`config.mk`:
```
export PLATFORM = sky130hd
export DESIGN_NAME = atm_sample_packer
export DESIGN_NICKNAME = d
export VERILOG_FILES = /design/src/rtl/atm_sample_packer.sv
export SDC_FILE = /design/constraint.sdc
export NUM_CORES = 1
export LEC_CHECK = 0
export CORE_ASPECT_RATIO = 1.25
export CORE_MARGIN = 4
export CORE_UTILIZATION = 60
export CTS_CLUSTER_DIAMETER = 100
export CTS_CLUSTER_SIZE = 30
export DETAILED_ROUTE_END_ITERATION = 7
export PLACE_DENSITY_LB_ADDON = 0.08
export SLEW_MARGIN = 20
export SYNTH_ARGS = -nofsm -noshare
export SYNTH_HDL_FRONTEND = slang
export SYNTH_SLANG_ARGS = --single-unit
export TNS_END_PERCENT = 1
```
`constraint.sdc`:
```
create_clock -name SAMPLE_CLK -period 5 [get_ports SAMPLE_CLK]
set_input_delay 1 -clock SAMPLE_CLK [delete_from_list [all_inputs] [get_ports SAMPLE_CLK]]
set_output_delay 1 -clock SAMPLE_CLK [all_outputs]
set_load 0.02 [all_outputs]
```
`src/rtl/atm_sample_packer.sv`:
```
// -----------------------------------------------------------------------------
// atm_sample_packer
//
// Tags each completed ADC conversion with its channel index and end-of-frame
// bit and stores it in a first-word-fall-through FIFO for the readout side.
// Overflow is handled per frame: once a word is lost, the rest of that frame
// is discarded, and storage resumes at the next frame boundary.
//
// Optional feature (compile-time macro ATM_PACK_FRAME_COUNT_EN):
//   defined   - FRAME_COUNT counts stored words that carry LASTWORD=1 (wraps)
//   undefined - FRAME_COUNT is tied to 0 and the counter is not built
//
// Ports:
//   SAMPLE_CLK     in   sole clock
//   NRST_sync      in   asynchronous active-low reset
//   ENSAMP_sync    in   sampling enable
//   ADC_DONE       in   single-cycle conversion-complete strobe
//   ADC_DATA       in   conversion result, valid with ADC_DONE
//   ATMCHSEL_DATA  in   one-hot channel of the conversion (lowest bit wins)
//   LASTWORD       in   end-of-frame flag, aligned with ADC_DONE
//   CLR            in   synchronous flush (pointers, level, discard, OVERFLOW)
//   RD_EN          in   pop request
//   RD_DATA        out  head word {eof, ch[2:0], data}; holds while empty
//   EMPTY / FULL   out  FIFO status
//   LEVEL          out  occupancy 0..DEPTH
//   OVERFLOW       out  sticky, set when any word is dropped
//   FRAME_COUNT    out  completed frames stored
// -----------------------------------------------------------------------------
module atm_sample_packer #(
    parameter int DATA_W = 16,
    parameter int DEPTH  = 8,
    parameter int ADDR_W = 3
) (
    input  logic                SAMPLE_CLK,
    input  logic                NRST_sync,
    input  logic                ENSAMP_sync,
    input  logic                ADC_DONE,
    input  logic [DATA_W-1:0]   ADC_DATA,
    input  logic [7:0]          ATMCHSEL_DATA,
    input  logic                LASTWORD,
    input  logic                CLR,
    input  logic                RD_EN,
    output logic [DATA_W+3:0]   RD_DATA,
    output logic                EMPTY,
    output logic                FULL,
    output logic [ADDR_W:0]     LEVEL,
    output logic                OVERFLOW,
    output logic [7:0]          FRAME_COUNT
);

    localparam int WORD_W = DATA_W + 4;
    localparam logic [ADDR_W:0] LVL_FULL = (ADDR_W + 1)'(DEPTH);

    typedef enum logic {
        ST_ACCEPT  = 1'b0,
        ST_DISCARD = 1'b1
    } state_t;

    // Lowest set bit wins for a malformed (non-one-hot) channel select.
    function automatic logic [2:0] f_ch_index(input logic [7:0] sel);
        logic [2:0] idx;
        idx = 3'd0;
        for (int i = 7; i >= 0; i--) begin
            if (sel[i]) idx = i[2:0];
        end
        return idx;
    endfunction

    logic [WORD_W-1:0] r_mem [DEPTH];
    logic [ADDR_W-1:0] r_wr_ptr;
    logic [ADDR_W-1:0] r_rd_ptr;
    logic [ADDR_W:0]   r_level;
    logic              r_overflow;
    logic [WORD_W-1:0] r_rd_data;
    state_t            r_state;

    state_t            w_state_nxt;
    logic              w_cap;
    logic              w_full;
    logic              w_empty;
    logic              w_rd_fire;
    logic              w_wr;
    logic              w_drop;
    logic [WORD_W-1:0] w_word;
    logic [ADDR_W-1:0] w_rd_ptr_nxt;
    logic [ADDR_W:0]   w_level_nxt;
    logic [ADDR_W:0]   w_remain;
    logic [WORD_W-1:0] w_head_nxt;

    assign w_full    = (r_level == LVL_FULL);
    assign w_empty   = (r_level == '0);
    assign w_cap     = ENSAMP_sync & ADC_DONE & (ATMCHSEL_DATA != 8'd0);
    assign w_rd_fire = RD_EN & ~w_empty & ~CLR;
    assign w_word    = {LASTWORD, f_ch_index(ATMCHSEL_DATA), ADC_DATA};

    // ------------------------------------------------------------------
    // Discard FSM: state register
    // ------------------------------------------------------------------
    always_ff @(posedge SAMPLE_CLK or negedge NRST_sync) begin
        if (!NRST_sync) r_state <= ST_ACCEPT;
        else            r_state <= w_state_nxt;
    end

    // Discard FSM: next state
    always_comb begin
        w_state_nxt = r_state;
        if (CLR || !ENSAMP_sync) begin
            w_state_nxt = ST_ACCEPT;
        end else begin
            case (r_state)
                // A lost final word closes the frame, so no discard is needed.
                ST_ACCEPT:  if (w_cap && w_full && !w_rd_fire && !LASTWORD)
                                w_state_nxt = ST_DISCARD;
                ST_DISCARD: if (w_cap && LASTWORD)
                                w_state_nxt = ST_ACCEPT;
                default:    w_state_nxt = ST_ACCEPT;
            endcase
        end
    end

    // Discard FSM: outputs (write / drop decision)
    always_comb begin
        w_wr   = 1'b0;
        w_drop = 1'b0;
        if (!CLR && w_cap) begin
            case (r_state)
                ST_ACCEPT: begin
                    if (!w_full || w_rd_fire) w_wr   = 1'b1;
                    else                      w_drop = 1'b1;
                end
                default: w_drop = 1'b1;
            endcase
        end
    end

    // ------------------------------------------------------------------
    // FIFO bookkeeping
    // ------------------------------------------------------------------
    assign w_rd_ptr_nxt = w_rd_fire ? (r_rd_ptr + ADDR_W'(1)) : r_rd_ptr;
    assign w_remain     = r_level - (ADDR_W + 1)'(w_rd_fire);
    assign w_level_nxt  = w_remain + (ADDR_W + 1)'(w_wr);

    // The head after this edge is the incoming word when nothing else remains;
    // otherwise it is already in memory at the advanced read pointer.
    assign w_head_nxt = (w_wr && (w_remain == '0)) ? w_word : r_mem[w_rd_ptr_nxt];

    always_ff @(posedge SAMPLE_CLK) begin
        if (w_wr) r_mem[r_wr_ptr] <= w_word;
    end

    always_ff @(posedge SAMPLE_CLK or negedge NRST_sync) begin
        if (!NRST_sync) begin
            r_wr_ptr   <= '0;
            r_rd_ptr   <= '0;
            r_level    <= '0;
            r_overflow <= 1'b0;
            r_rd_data  <= '0;
        end else if (CLR) begin
            r_wr_ptr   <= '0;
            r_rd_ptr   <= '0;
            r_level    <= '0;
            r_overflow <= 1'b0;
        end else begin
            if (w_wr) r_wr_ptr <= r_wr_ptr + ADDR_W'(1);
            r_rd_ptr <= w_rd_ptr_nxt;
            r_level  <= w_level_nxt;
            if (w_drop) r_overflow <= 1'b1;
            // Output register holds its last value once the FIFO drains.
            if (w_level_nxt != '0) r_rd_data <= w_head_nxt;
        end
    end

`ifdef ATM_PACK_FRAME_COUNT_EN
    logic [7:0] r_frame_cnt;

    always_ff @(posedge SAMPLE_CLK or negedge NRST_sync) begin
        if (!NRST_sync)             r_frame_cnt <= 8'd0;
        else if (CLR)               r_frame_cnt <= 8'd0;
        else if (w_wr && LASTWORD)  r_frame_cnt <= r_frame_cnt + 8'd1;
    end

    assign FRAME_COUNT = r_frame_cnt;
`else
    assign FRAME_COUNT = 8'd0;
`endif

    assign RD_DATA  = r_rd_data;
    assign EMPTY    = w_empty;
    assign FULL     = w_full;
    assign LEVEL    = r_level;
    assign OVERFLOW = r_overflow;

endmodule

```
==> impl_metrics.json, run 1 <==
{
  "status": "finished, final reports clean",
  "cp.arrival_ps": 4280,
  "ys_types": 51,
  "diodes": 0,
  "fin_setup_tns_ps": 0,
  "initial_utilization_pct": 61.1,
  "clk_latency_ps": 430,
  "grt_antenna_before_repair": 0,
  "io_buffer_count": 57,
  "drc_errors": 0,
  "ys_seq_area_share_pct": 59.2,
  "die-area_um2": 17900,
  "path_class": "in -> reg",
  "synth_edf_count": 160,
  "hold_path_depth": 2,
  "grt_usage_pct": 25.4,
  "required_ps": 5290,
  "peakVddDrop_mv": 0.282,
  "power_density_nw_per_um2": 438,
  "row_count": 51,
  "die_w_um": 120,
  "worst_setup_path_end_kind": "register",
  "ys_warn_count": 0,
  "via_per_inst": 6.60,
  "r2r_start": "LEVEL[2]",
  "place_area_um2": 10300,
  "cts_buffer_depth": 2,
  "ys.flop_type": "edfxtp_1",
  "route.vias.total": 5457,
  "startpoint": "ATMCHSEL_DATA[0]",
  "cp_max_fo": 20,
  "cts_resized": 0,
  "fmax_mhz": 251,
  "fin_skew_ps": 7.75,
  "fin_cells": 827,
  "finalHoldViolCount": 0,
  "fp.dieH_um": 148,
  "ys_ff_latch": 192,
  "fin_crit_ps": 3990,
  "grt_first_pass_wirelength_mm": 33.7,
  "clkTransAtPathRegs_ps": 60,
  "wl_per_cell_um": 25.9,
  "grt_overflow_total": 0,
  "dp_hpwl_mm": 13.2,
  "nets": 639,
  "worstMarginPinSlew_ps": 988,
  "holdWs_ps": 515,
  "grt_pass1_vias": 5818,
  "grt_max_degree": 60,
  "hold_class": "reg -> reg",
  "num_io_pins": 66,
  "cts_hold_buf": 0,
  "maxSlewViolCount": 0,
  "synth_area_um2": 9470,
  "holdCritStartpoint": "OVERFLOW",
  "core_um2": 15500,
  "finalSetupViolCount": 0,
  "cts_tree": "done",
  "cts_sinks": 192,
  "gp_congestion": 0.819,
  "area_growth_pct": 15.0,
  "rsz0062_at_grt": "false",
  "placedCellCount": 795,
  "design_area_um2": 10900,
  "cts_buffers": 17,
  "wirelength_mm": 21.4,
  "slew_headroom_pct": 34.2,
  "drtIter0Drc": 403,
  "start_kind": "primary input",
  "cts_root_buf": "clkbuf_16",
  "p_leak_nw": 3.58,
  "syn_avg_cell_area_um2": 17.3,
  "reg2reg_depth": 12,
  "post_cts_buffers": 0,
  "synth_cells": 546,
  "synthArstFlopShare_pct": 16.7,
  "cap_violations": 0,
  "post-route-period-util_pct": 79.8,
  "ant_nets": 0,
  "htreeDepth": 4,
  "drtPass1Iterations": 6,
  "drive_gt1_share_pct": 30.1
}
-- synthesized netlist by cell type (3+ instances only) --
master	count	area (um2)
buf_4	8	60.1
edfxtp_1	160	4800
nor2b_1	12	75.1
mux2i_1	43	430
inv_1	11	41.3
nand3_1	21	105
a21oi_1	5	25.0
dfrtp_1	32	801
nand2b_1	3	18.8
buf_2	17	85.1
clkbuf_1	20	75.1
nor3b_1	5	37.5
o211ai_1	21	158
ha_1	6	75.1
o211ai_2	16	200
a211oi_1	5	37.5
nor3_1	5	25.0
nor2_1	10	37.5
nand2_1	5	18.8
mux4_2	76	1710
and3b_1	3	26.3
o21ai_0	5	25.0
nor4_1	3	18.8
mux2_4	17	255
-- critical path: stages --
cell and delay (ps):
clkdlybuf4s50_1 480, nor4_1 440, a211oi_1 200, nor2b_1 230, ha_1 240, ha_1 210, xnor3_1 190, nor2_1 60
or3_1 720, o211ai_1 360, o211ai_2 120
-- metrics by stage --
step,utilization [%],setup WS (ps),total power (W)
detailed placement,66.5,634,0.00348
floorplan,-,1090,0.00298
CTS,70.2,1100,0.00481
global route,70.2,726,0.00500
finish,70.2,1010,0.00477
global placement,66.5,757,0.00343
-- registers in the layout, indices dropped and copies added (netlist names) --
signal / flops
r_rd_ptr: 3
r_mem: 160
OVERFLOW: 1
LEVEL: 4
r_state: 1
r_wr_ptr: 3
RD_DATA: 20
-- layout by cell type (no fill, tap or decap), types with 16 or more instances in the layout --
master           count
edfxtp_1           160
mux4_2              76
clkdlybuf4s50_1     56
mux2i_1             42
dfrtp_1             30
nand3_1             21
o211ai_1            21
buf_4               21
mux2_4              17
clkbuf_16           17
o211ai_2            16
-- routing by layer --
metal  up-vias  part of all wire, %  routed length [um]  global-route usage, %
li1       2344                    -                   -                      -
met5         -                    0                   0                      0
met1      2882                   39                8430                   33.6
met3        36                  6.2                1340                   4.68
met4         0                  1.8                 382                   7.54
met2       195                   53               11300                   43.6
-- layout make-up --
cell class              instances  area (um2)
clock inverters                13         136
repair buffers                 79         743
multi-input cells             300        3650
well taps                     212         265
flip-flops and latches        192        5610
inverters                      12        45.0
clock buffers                  19         443
fillers                      1041        4620
-- cell families (layout without fill, tap and decap cells) --
group	Yosys count	in the layout	synth area share, %
other	1	8	0.0396
DFF	192	192	59.2
buffers and inverters	61	123	3.12
muxes	138	138	25.5
and+or+nand+nor	78	78	4.82
adders and majority gates	6	6	0.793
xor gates and xnor gates	5	5	0.608
AOI/OAI and AO/OA	65	65	5.89
-- worst paths after layout --
kind	end	slack, ps
max	RD_DATA[12]	1010
min	OVERFLOW	510
max reg2reg	RD_DATA[12]	1210
min reg2reg	OVERFLOW	510
max in group asynchronous	r_rd_ptr[0]	3770
min in group asynchronous	r_rd_ptr[2]	650
-- power by group --
part           leakage, nW  internal, W  switching [W]
Sequential            1.85      0.00184       0.000113
Combinational         1.44     0.000694       0.000801
Clock                0.287     0.000751       0.000573
No activity file was read; power rests on OpenSTA's default activity.
==> run 2: changes to the inputs <==
--- a/config.mk
+++ b/config.mk
@@ -7,7 +7,7 @@
 export LEC_CHECK = 0
 export CORE_ASPECT_RATIO = 1.25
 export CORE_MARGIN = 4
-export CORE_UTILIZATION = 60
+export CORE_UTILIZATION = 53
 export CTS_CLUSTER_DIAMETER = 100
 export CTS_CLUSTER_SIZE = 30
 export DETAILED_ROUTE_END_ITERATION = 7
==> constraint.sdc (replaced) <==
create_clock -name SAMPLE_CLK -period 3.65 [get_ports SAMPLE_CLK]
set_input_delay 0.73 -clock SAMPLE_CLK [delete_from_list [all_inputs] [get_ports SAMPLE_CLK]]
set_output_delay 0.73 -clock SAMPLE_CLK [all_outputs]
set_load 0.02 [all_outputs]
==> run 2 against run 1 <==
- register-to-register slack got worse by 1000 ps
- sequential power grew 35%
- global-route usage shrank 3.0 points
- final area increased by 0.87%
- utilization decreased by 7.5 points
- hold slack got worse by 130 ps
- non-clock buffer count increased by 19
- largest cell class unchanged
- highest routed layer unchanged
==> impl_metrics.json, run 2 (synthesized netlist as in run 1, its figures left out) <==
{
  "power_density_nw_per_um2": 591,
  "post_cts_buffers": 0,
  "nets": 658,
  "drc_errors": 0,
  "cts_hold_buf": 0,
  "top_register": "r_mem",
  "grt_overflow_total": 0,
  "finalSetupViolCount": 0,
  "die_w_um": 128,
  "fin_setup_tns_ps": 0,
  "nFillCells": 1264,
  "fin_crit_ps": 3440,
  "drtIter0Drc": 350,
  "num_io_pins": 66,
  "ant_nets": 0,
  "final_cell_mix": "160 x edfxtp_1, 76 x mux4_2, 56 x clkdlybuf4s50_1",
  "holdWs_ps": 382,
  "clkTransAtPathRegs_ps": 70,
  "grt_usage_pct": 22.4,
  "finalHoldViolCount": 0,
  "cp_max_fo": 10,
  "critPathMostFrequentCell": "ha_1",
  "maxSlewViolCount": 0,
  "rsz0062_at_grt": "false",
  "route.vias.total": 5508,
  "wl_per_cell_um": 25.1,
  "fmax_mhz": 290,
  "grt_first_pass_wirelength_mm": 33.5,
  "clk_latency_ps": 430,
  "htreeDepth": 4,
  "cp_slowest_cell": "or4_1",
  "drive_gt1_share_pct": 31.1,
  "cts_resized": 0,
  "slew_headroom_pct": 40.4,
  "p_leak_nw": 3.64,
  "area_growth_pct": 16.0,
  "largest_register_ffs": 160,
  "cts_root_buf": "clkbuf_16",
  "io_buffer_count": 57,
  "reg2reg_depth": 13,
  "crit_family": "simple AND/OR/NAND/NOR gates",
  "dp_hpwl_mm": 13.5,
  "cts_sinks": 192,
  "cp.arrival_ps": 3740,
  "cts_buffer_depth": 2,
  "worstMarginPinSlew_ps": 894,
  "diodes": 0,
  "peakVddDrop_mv": 0.321,
  "row_count": 54,
  "post-route-period-util_pct": 94.4,
  "core_um2": 17500,
  "via_per_inst": 6.42,
  "gp_congestion": 0.884,
  "critPathMaxStageDelay_ps": 670,
  "r2r_start": "LEVEL[2]",
  "hold_class": "in -> async",
  "fp.dieH_um": 157,
  "grt_max_degree": 49,
  "worst_setup_path_end_kind": "register",
  "initial_utilization_pct": 54.1,
  "start_kind": "register",
  "timing.rr.end": "RD_DATA[18]",
  "wirelength_mm": 21.5,
  "crit_chain": "or4_1, inv_2, nor2_4, ha_1, inv_1, ha_1, ha_1, xnor3_1, nor2_1, or3_1, buf_4, o211ai_1, o221ai_2",
  "cp.buffers_inverters": 3,
  "path_class": "reg -> reg",
  "drtPass1Iterations": 5,
  "required_ps": 3950,
  "fin_skew_ps": 10.2,
  "final_common_cell": "edfxtp_1",
  "cap_violations": 0,
  "die-area_um2": 20100,
  "grt_antenna_before_repair": 0,
  "cts_tree": "done",
  "status": "finished, final reports clean",
  "cts_buffers": 17,
  "grt_pass1_vias": 5855,
  "rrSetupSlack_ps": 210
}
-- run 2: cell count changes in the layout (fill, tap and decap cells not counted), sizes merged --
cell	before	now
buf	23	42
clkbuf	19	21
inv	14	12
bufinv	2	1
clkinv	8	9
-- run 2: worst max-delay path by stage --
stage / from / end / slack (ps) / cells past startpoint
floorplan: CLR / r_mem[0][0] / 10 / 5
global placement: ATMCHSEL_DATA[5] / RD_DATA[13] / 80 / 12
detailed placement: ATMCHSEL_DATA[1] / RD_DATA[19] / -110 / 12
CTS: LEVEL[2] / RD_DATA[19] / 210 / 13
global route: LEVEL[2] / RD_DATA[18] / 60 / 13
finish: LEVEL[2] / RD_DATA[18] / 210 / 13
-- run 2: worst reg2reg max path: cells and delay by family (launching register included) --
kind                       cells  cell delay, ps
AOI/OAI and AO/OA              2             360
xor gates and xnor gates       1             210
adders and majority gates      3             670
buffers and inverters          3             440
DFF                            1             440
and+or+nand+nor                4            1200
-- run 2: where the power goes --
| group | switching [W] | internal, W | total, W |
|---|---|---|---|
| Sequential | 0.000127 | 0.00252 | 0.00265 |
| Clock | 0.000772 | 0.000934 | 0.00171 |
| Combinational | 0.00113 | 0.00101 | 0.00214 |
| Total | 0.00203 | 0.00447 | 0.00649 |
-- run 2: stage by stage --
stage / util [%] / power [W] / worst slack, ps / instances / area (um2)
finish: 62.8 / 0.00649 / 206 / 858 / 11000
global route: 62.8 / 0.00679 / 58.8 / 858 / 11000
CTS: 62.8 / 0.00655 / 209 / 858 / 11000
detailed placement: 59.7 / 0.00485 / -114 / 826 / 10500
global placement: 59.7 / 0.00480 / 81.3 / 826 / 10500
floorplan: - / 0.00408 / 11.5 / 553 / 9500
-- run 2: layout make-up --
cell class / count / area [um2] / area share [%]
Inverter: 12 / 45.0 / 0.410
Timing Repair Buffer: 98 / 873 / 7.95
Multi-Input combinational cell: 300 / 3640 / 33.1
Tap cell: 224 / 280 / 2.55
Sequential cell: 192 / 5610 / 51.1
Clock inverter: 11 / 93.8 / 0.854
Clock buffer: 21 / 440 / 4.01
-- run 2: routing by layer --
metal / share of wire, % / vias to the layer above / track usage, %
met3: 5.1 / 41 / 3.50
li1: - / 2384 / -
met2: 51 / 194 / 37.0
met5: 0 / - / 0
met1: 41 / 2889 / 30.0
met4: 2.5 / 0 / 9.40
